<file path="src/rtl/fifo_wr_packer_if.sv">
// Beat-in / word-out bus for fifo_wr_packer. The master modport is the packer
// itself; the slave modport is the upstream source plus the downstream FIFO.
interface fifo_wr_packer_if #(
  parameter int InW  = 8,
  parameter int OutW = 32
);
  localparam int Ratio = OutW / InW;
  localparam int CntW  = $clog2(Ratio + 1);

  logic            in_valid_i;
  logic            in_ready_o;
  logic [InW-1:0]  in_data_i;
  logic            in_last_i;
  logic            flush_i;
  logic            out_valid_o;
  logic            out_ready_i;
  logic [OutW-1:0] out_data_o;
  logic [CntW-1:0] out_cnt_o;
  logic            out_last_o;

  modport master (
    input  in_valid_i, in_data_i, in_last_i, flush_i, out_ready_i,
    output in_ready_o, out_valid_o, out_data_o, out_cnt_o, out_last_o
  );

  modport slave (
    output in_valid_i, in_data_i, in_last_i, flush_i, out_ready_i,
    input  in_ready_o, out_valid_o, out_data_o, out_cnt_o, out_last_o
  );
endinterface

</file>
<file path="src/rtl/fifo_wr_packer.sv">
// Packs InW-bit beats into OutW-bit words with lane count and last flag.
// Define FIFO_WR_PACKER_MSB_FIRST_EN to fill lanes MSB first instead of LSB first.
module fifo_wr_packer #(
  parameter int InW     = 8,
  parameter int OutW    = 32,
  parameter int Timeout = 16
) (
  input  logic              clk_i,
  input  logic              rst_i,
  fifo_wr_packer_if.master  bus
);
  localparam int Ratio = OutW / InW;
  localparam int CntW  = $clog2(Ratio + 1);
  localparam int TmoW  = (Timeout > 0) ? $clog2(Timeout + 1) : 1;

  typedef enum logic {FILL = 1'b0, HOLD = 1'b1} state_e;

  state_e          state_q, state_d;
  logic [OutW-1:0] acc_q, acc_d;
  logic [CntW-1:0] cnt_q, cnt_d;
  logic [OutW-1:0] out_data_q, out_data_d;
  logic [CntW-1:0] out_cnt_q, out_cnt_d;
  logic            out_last_q, out_last_d;
  logic            out_valid_q, out_valid_d;

  logic            accept;
  logic            advance;
  logic            close;
  logic            tmo_fire;
  logic [OutW-1:0] word;
  logic [CntW-1:0] word_cnt;

  // In HOLD the input is only taken when the held word leaves in the same cycle.
  assign advance        = (state_q == FILL) | bus.out_ready_i;
  assign bus.in_ready_o = advance;
  assign accept         = bus.in_valid_i & advance;

  assign bus.out_valid_o = out_valid_q;
  assign bus.out_data_o  = out_data_q;
  assign bus.out_cnt_o   = out_cnt_q;
  assign bus.out_last_o  = out_last_q;

  always_comb begin
    // NOTE: every always_comb target gets a default first so no latch is inferred.
    word     = (state_q == HOLD) ? '0 : acc_q;
    word_cnt = (state_q == HOLD) ? '0 : cnt_q;
    if (accept) begin
      for (int k = 0; k < Ratio; k++) begin
        if (word_cnt == CntW'(k)) begin
`ifdef FIFO_WR_PACKER_MSB_FIRST_EN
          word[OutW-(k+1)*InW +: InW] = bus.in_data_i;
`else
          word[k*InW +: InW] = bus.in_data_i;
`endif
        end
      end
      word_cnt = word_cnt + 1'b1;
    end

    close = (accept & ((word_cnt == CntW'(Ratio)) | bus.in_last_i))
          | (bus.flush_i & (word_cnt != '0))
          | tmo_fire;

    state_d     = state_q;
    acc_d       = acc_q;
    cnt_d       = cnt_q;
    out_data_d  = out_data_q;
    out_cnt_d   = out_cnt_q;
    out_last_d  = out_last_q;
    out_valid_d = out_valid_q;

    if (advance) begin
      if (close) begin
        state_d     = HOLD;
        out_valid_d = 1'b1;
        out_data_d  = word;
        out_cnt_d   = word_cnt;
        out_last_d  = accept & bus.in_last_i;
        acc_d       = '0;
        cnt_d       = '0;
      end else begin
        state_d     = FILL;
        out_valid_d = 1'b0;
        out_data_d  = '0;
        out_cnt_d   = '0;
        out_last_d  = 1'b0;
        acc_d       = word;
        cnt_d       = word_cnt;
      end
    end
  end

  // NOTE: sequential state uses non-blocking assignments only.
  always_ff @(posedge clk_i or posedge rst_i) begin
    if (rst_i) begin
      state_q     <= FILL;
      acc_q       <= '0;
      cnt_q       <= '0;
      out_data_q  <= '0;
      out_cnt_q   <= '0;
      out_last_q  <= 1'b0;
      out_valid_q <= 1'b0;
    end else begin
      state_q     <= state_d;
      acc_q       <= acc_d;
      cnt_q       <= cnt_d;
      out_data_q  <= out_data_d;
      out_cnt_q   <= out_cnt_d;
      out_last_q  <= out_last_d;
      out_valid_q <= out_valid_d;
    end
  end

  if (Timeout > 0) begin : g_tmo
    logic [TmoW-1:0] tmo_q;
    logic            idle;
    logic            tmo_inc;

    assign idle     = (state_q == FILL) & (cnt_q != '0) & ~accept;
    assign tmo_fire = idle & (tmo_q == TmoW'(Timeout - 1));
    assign tmo_inc  = idle & ~close;

    always_ff @(posedge clk_i or posedge rst_i) begin
      if (rst_i) begin
        tmo_q <= '0;
      end else if (tmo_inc) begin
        tmo_q <= tmo_q + TmoW'(1);
      end else begin
        tmo_q <= '0;
      end
    end
  end else begin : g_no_tmo
    assign tmo_fire = 1'b0;
  end
endmodule

</file>
<file path="src/flat_wrapper.sv">
// flat-port wrapper written by rule: the top's interface ports become plain ports
module fifo_wr_packer_flat 
#(
  parameter int InW     = 8,
  parameter int OutW    = 32,
  parameter int Timeout = 16
)
  (clk_i, rst_i, bus_in_valid_i, bus_in_data_i, bus_in_last_i, bus_flush_i, bus_out_ready_i, bus_in_ready_o, bus_out_valid_o, bus_out_data_o, bus_out_cnt_o, bus_out_last_o);
  fifo_wr_packer_if #(.InW(InW), .OutW(OutW)) bus_i ();
  input  logic clk_i;
  input  logic rst_i;
  input wire logic [$bits(bus_i.in_valid_i)-1:0] bus_in_valid_i;
  input wire logic [$bits(bus_i.in_data_i)-1:0] bus_in_data_i;
  input wire logic [$bits(bus_i.in_last_i)-1:0] bus_in_last_i;
  input wire logic [$bits(bus_i.flush_i)-1:0] bus_flush_i;
  input wire logic [$bits(bus_i.out_ready_i)-1:0] bus_out_ready_i;
  output wire logic [$bits(bus_i.in_ready_o)-1:0] bus_in_ready_o;
  output wire logic [$bits(bus_i.out_valid_o)-1:0] bus_out_valid_o;
  output wire logic [$bits(bus_i.out_data_o)-1:0] bus_out_data_o;
  output wire logic [$bits(bus_i.out_cnt_o)-1:0] bus_out_cnt_o;
  output wire logic [$bits(bus_i.out_last_o)-1:0] bus_out_last_o;
  assign bus_i.in_valid_i = bus_in_valid_i;
  assign bus_i.in_data_i = bus_in_data_i;
  assign bus_i.in_last_i = bus_in_last_i;
  assign bus_i.flush_i = bus_flush_i;
  assign bus_i.out_ready_i = bus_out_ready_i;
  assign bus_in_ready_o = bus_i.in_ready_o;
  assign bus_out_valid_o = bus_i.out_valid_o;
  assign bus_out_data_o = bus_i.out_data_o;
  assign bus_out_cnt_o = bus_i.out_cnt_o;
  assign bus_out_last_o = bus_i.out_last_o;
  fifo_wr_packer #(.InW(InW), .OutW(OutW), .Timeout(Timeout)) u_core (.clk_i(clk_i), .rst_i(rst_i), .bus(bus_i));
endmodule
</file>
<file path="config.mk">
export PLATFORM = sky130hd
export DESIGN_NAME = fifo_wr_packer_flat
export DESIGN_NICKNAME = d
export VERILOG_FILES = /design/src/rtl/fifo_wr_packer_if.sv /design/src/rtl/fifo_wr_packer.sv /design/src/flat_wrapper.sv
export SDC_FILE = /design/constraint.sdc
export NUM_CORES = 1
export LEC_CHECK = 0
export ABC_CLOCK_PERIOD_IN_PS = 4960
export CORE_MARGIN = 2
export CORE_UTILIZATION = 60
export CTS_BUF_LIST = sky130_fd_sc_hd__clkbuf_8
export DETAILED_ROUTE_END_ITERATION = 8
export PLACE_DENSITY = 0.87
export SYNTH_ARGS = -nofsm -noshare
export SYNTH_HDL_FRONTEND = slang
export SYNTH_SLANG_ARGS = --single-unit
</file>
<file path="constraint.sdc">
create_clock -name clk_i -period 4.96 [get_ports clk_i]
set_clock_uncertainty 0.15 [all_clocks]
set_input_delay 0.992 -clock clk_i [delete_from_list [all_inputs] [get_ports clk_i]]
set_output_delay 0.992 -clock clk_i [all_outputs]
set_load 0.03 [all_outputs]
</file>
[Word-level counts from Yosys, hierarchy flattened]
Index checks and enable logic that the tools add are counted.
Widths: inputs -> output; s select.
Word-level totals
  register bits after elaboration: 77
  input port bits: 14
  output and inout port bits: 38
  logic and storage cells: 47
Operators by class
  add/subtract/negate cells: 2
  equality and inequality tests: 5
  multiplexer cells: 15
  bitwise operators: 15
  reductions and logical operators: 3
Operator list (number)
  $mux 32: 4
  $mux 8: 4
  $mux 3: 4
  $and 1x1->1: 8
  $eq 3x2->1 const B: 2
  $reduce_bool 3->1: 2
  $add 5x1->5 const B: 1
  $eq 5x4->1 const B: 1
  $mux 5: 1
  $or 1x1->1: 4
  $add 3x1->3 const B: 1
  $eq 3x1->1 const B: 1
  $eq 3x3->1 const B: 1
  $logic_not 3->1: 1
  $not 1->1: 3
  $mux 1: 2

[Longest topological paths before layout]
  depth in word-level cells: 12
  depth in mapped cells: 13

[Worst setup path before layout]
Ideal clock, no wire load.
  kind: flip-flop to flip-flop
  from: register u_core.bus.out_valid_o (netlist name)
  to: register u_core.out_cnt_q[0], in the netlist u_core.bus.out_cnt_o[0]
  data arrival time: 2958 ps
  required time: 4689 ps
  slack: 1731 ps
  cell stages (with the launch flop): 14
  clock period less this slack: 3229 ps
  path through: dfrtp_1 > buf_2 > clkbuf_1 > nand2b_1 > inv_1 > ha_1 > ha_1 > nand2b_1 > a21oi_1 > o31a_1 > or2_1 > buf_6 > buf_6 > a22o_1
RTL lines
  to (signal assigned): RTL line fifo_wr_packer.sv:108  | out_cnt_q <= out_cnt_d;
  to (decl): RTL line fifo_wr_packer.sv:22  | logic [CntW-1:0] out_cnt_q, out_cnt_d;

[Final worst setup path]
  from: input port bus_out_ready_i
  to: output port bus_in_ready_o
On the way
  word-level cells in the longest chain between the ends: 1
Ends and longest elaborated chain
  from (decl): RTL line flat_wrapper.sv:16  | input wire logic [$bits(bus_i.out_ready_i)-1:0] bus_out_ready_i;
  $or 1x1->1: RTL line fifo_wr_packer.sv:34  | assign advance = (state_q == FILL) | bus.out_ready_i;
  to (decl): RTL line flat_wrapper.sv:17  | output wire logic [$bits(bus_i.in_ready_o)-1:0] bus_in_ready_o;
No other way between the ends.

==> summary.md <==
| Metric | Value |
|---|---|
| Status | `finished, final reports clean` |
| Routed Antenna Nets | `0` |
| DR vias/cell | `6.18` |
| Layout net count | `378` |
| WL met2 | `3770 µm` |
| Post-CTS Setup Inserts | `0` |
| Tmin final | `3.84 ns` |
| Pre-CTS setup slack | `1.14 ns` |
| Critical-path top delay cell | `clkdlybuf4s50_1` |
| HPWL Detailed | `5200 µm` |
| Core area | `5570 µm²` |
| Post-synth ARST share | `1.00` |
| TritonCTS clock tree | `built` |
| DR DRC count | `0` |
| Layout area overhead | `19.9%` |
| Wire per inst | `17.9 µm` |
| Slew headroom | `0.401` |
| Setup TNS | `0 ns` |
| Critical path required time | `3.82 ns` |
| Met3 wire len | `453 µm` |
| Unrepaired setup endpoints after global routing | `false` |
| Bufs on Longest Clock Path | `2` |
| Slew @ Worst Pin | `0.898 ns` |
| DR iter-0 viols | `231` |
| Clk slew on worst S/H paths | `0.08 ns` |
| Max-cap viol count | `0` |
| Final hold viol count | `0` |
| Diodes inserted | `0` |
| Slew Limit Fails | `0` |
| R2R cell count | `10` |
| Critical path peak fanout | `7` |
| Post-synthesis cell area | `3510 µm²` |
| Slowest cell delay on critical path | `0.72 ns` |
| Final Wtd Congestion | `0.816` |
| CP Launch Type | `input pin` |
| Inst Count DP | `418` |
| Final Cycle Share | `0.774` |
| IO Port Bufs | `51` |
| Fmax | `0.260 GHz` |
| Setup slack, reg-to-reg | `1.50 ns` |
| Total power | `1.75 mW` |
| PD cells | `417 nW/µm²` |
| Tot GR Track Use | `0.267` |
| Die X | `80.5 µm` |
| Nature of the critical path endpoint | `output port` |
| Gr ovfl total | `0` |
| Setup violations, final | `0` |
| Hold WS | `0.337 ns` |
| Commonest cells post-synth | `dfrtp_1, a22o_1, nand2_1, o21ai_0, a32o_1` |
| Post-synth top flop | `dfrtp_1` |
| Hold path start | `u_core.bus.out_data_o[27]` |
| Yosys cell types | `37` |
| Worst path cell trace | `clkdlybuf4s50_1 > and2b_2 > inv_1 > clkdlybuf4s50_1` |
| VDD IR max | `0.243 mV` |
| Register area share after synthesis | `0.549` |
| Max H-tree Level | `3` |
| Crit-path most repeated cell | `clkdlybuf4s50_1` |
| Routed Wire Length | `7760 µm` |
| CTS buffer count | `9` |
| Post-synth top area share | `0.549` |
| DP Area | `4030 µm²` |
| Largest net degree at the start of global routing | `66` |
| I/O Pins | `52` |
| Leak Pwr | `1.87 nW` |
| Fraction of layout cells with a size suffix above 1 | `0.0884` |
| Starting Density | `0.630` |
| Latest clock arrival within the worst-skew pair | `0.34 ns` |
| Via count | `2681` |
| Worst Hold End | `u_core.bus.out_data_o[27]` |
| Cell with the most instances after synthesis | `dfrtp_1` |
| Met1 WL | `3420 µm` |
| Finished Layout Cells | `434` |
| Setup CP Type | `input pin to output port` |
| Synth Register Bits | `77` |
| Final worst setup slack | `1.12 ns` |
| Hold Path Class | `flop to flop` |
| Clk sinks | `77` |
| WP buf/inv | `3` |
| Layout Utilization | `0.755` |
| First-pass GRT wire length | `13200 µm` |
| Worst reg2reg endpoint | `u_core.bus.out_data_o[23]` |
| Cells after Synth | `313` |
| Initial antenna violation count | `0` |
| Max Used Layer | `met4` |
| Drt pass-1 iters | `5` |
| Post-synth EDFFs | `0` |
| Most area-hungry cell type in the Yosys netlist | `dfrtp_1` |
| Die Area | `6480 µm²` |
| CP delay by family, top | `buffers and inverters` |
| Synth Net Count | `334` |
| Syn avg cell area | `11.2 µm²` |
| Post-cts resize count | `0` |
| CTS Hold Bufs | `0` |
| CP Data Arrival Time | `2.70 ns` |
| Site Rows | `27` |
| Hold path depth | `2` |
| Worst flop-to-flop path startpoint | `u_core.bus.out_valid_o` |
| Synth area leaders | `dfrtp_1, a22o_1, a32o_1, nand2_1, o21ai_0` |
| Die height | `80.5 µm` |
| Yosys warns | `0` |
| Number of global-route vias before repair | `2683` |
| Final instance area | `4210 µm²` |
| Root Buffer | `clkbuf_8` |
kinds of logic (layout without fill, tap and decap cells):
logic type	Yosys count	count (layout)	share of synthesized area
compound gates	114	114	0.252
simple gates	80	80	0.118
flops	77	77	0.549
buf+inv	31	80	0.0449
fa+ha+maj	7	7	0.0250
xor+xnor	3	3	0.00749
mux	1	1	0.00285
tightest hold or removal path: cells and delay by family (launching register included):
family             cells  cell delay [ns]
AOI/OAI and AO/OA      1             0.06
and+or+nand+nor        1             0.04
DFF                    1             0.35
placed cells by master (no fill, tap or decap), types with 2 or more instances in the layout:
| cell | synthesis | layout |
|---|---|---|
| a32o_1 | 16 | 16 |
| inv_1 | 7 | 6 |
| o21ai_0 | 28 | 28 |
| dfrtp_1 | 77 | 77 |
| buf_4 | 0 | 6 |
| xnor2_1 | 2 | 2 |
| clkdlybuf4s50_1 | 0 | 51 |
| clkinvlp_4 | 0 | 2 |
| nor2_1 | 5 | 5 |
| a21oi_1 | 12 | 12 |
| nand2b_1 | 4 | 4 |
| nand3_1 | 4 | 4 |
| nand2_1 | 41 | 41 |
| and3_1 | 3 | 3 |
| nor3b_1 | 8 | 8 |
| nor3_1 | 2 | 2 |
| nor3_2 | 5 | 5 |
| clkbuf_8 | 0 | 9 |
| a22o_1 | 51 | 51 |
| clkinv_4 | 0 | 2 |
| ha_1 | 7 | 7 |
routing by layer:
layer,global-route usage,up-vias
li1,-,1247
met1,0.384,1318
met2,0.409,106
met3,0.0483,10
met4,0.0949,0
met5,0,-
registers in the layout, indices dropped and copies added, names as in the netlist:
signal and flops:
u_core.cnt_q 3, u_core.acc_q 32, u_core.g_tmo.tmo_q 5, u_core.bus.out_last_o 1, u_core.bus.out_cnt_o 3, u_core.bus.out_data_o 32
u_core.bus.out_valid_o 1
layout make-up:
cell class | count | area [µm²]
Clock buffer | 9 | 124
Clock inverter | 7 | 57.6
Fill cell | 376 | 1370
Inverter | 7 | 26.3
Multi-Input combinational cell | 205 | 1430
Sequential cell | 77 | 1930
Tap cell | 72 | 90.1
Timing Repair Buffer | 57 | 556
power by group:
part / internal [mW] / switching (mW) / total, mW
clock network: 0.188 / 0.251 / 0.439
logic: 0.200 / 0.335 / 0.535
registers: 0.707 / 0.0729 / 0.780
worst max path at each step:
stage | depth (start not counted) | slack [ns] | end | startpoint
2_1_floorplan | 13 | 1.73 | u_core.bus.out_cnt_o[0] | u_core.bus.out_valid_o
3_3_place_gp | 4 | 1.17 | bus_in_ready_o | bus_out_ready_i
3_5_place_dp | 4 | 1.14 | bus_in_ready_o | bus_out_ready_i
4_1_cts | 4 | 1.13 | bus_in_ready_o | bus_out_ready_i
5_1_grt | 4 | 1.07 | bus_in_ready_o | bus_out_ready_i
6_report | 4 | 1.12 | bus_in_ready_o | bus_out_ready_i
Note: power is estimated with default switching activity, not from simulation.
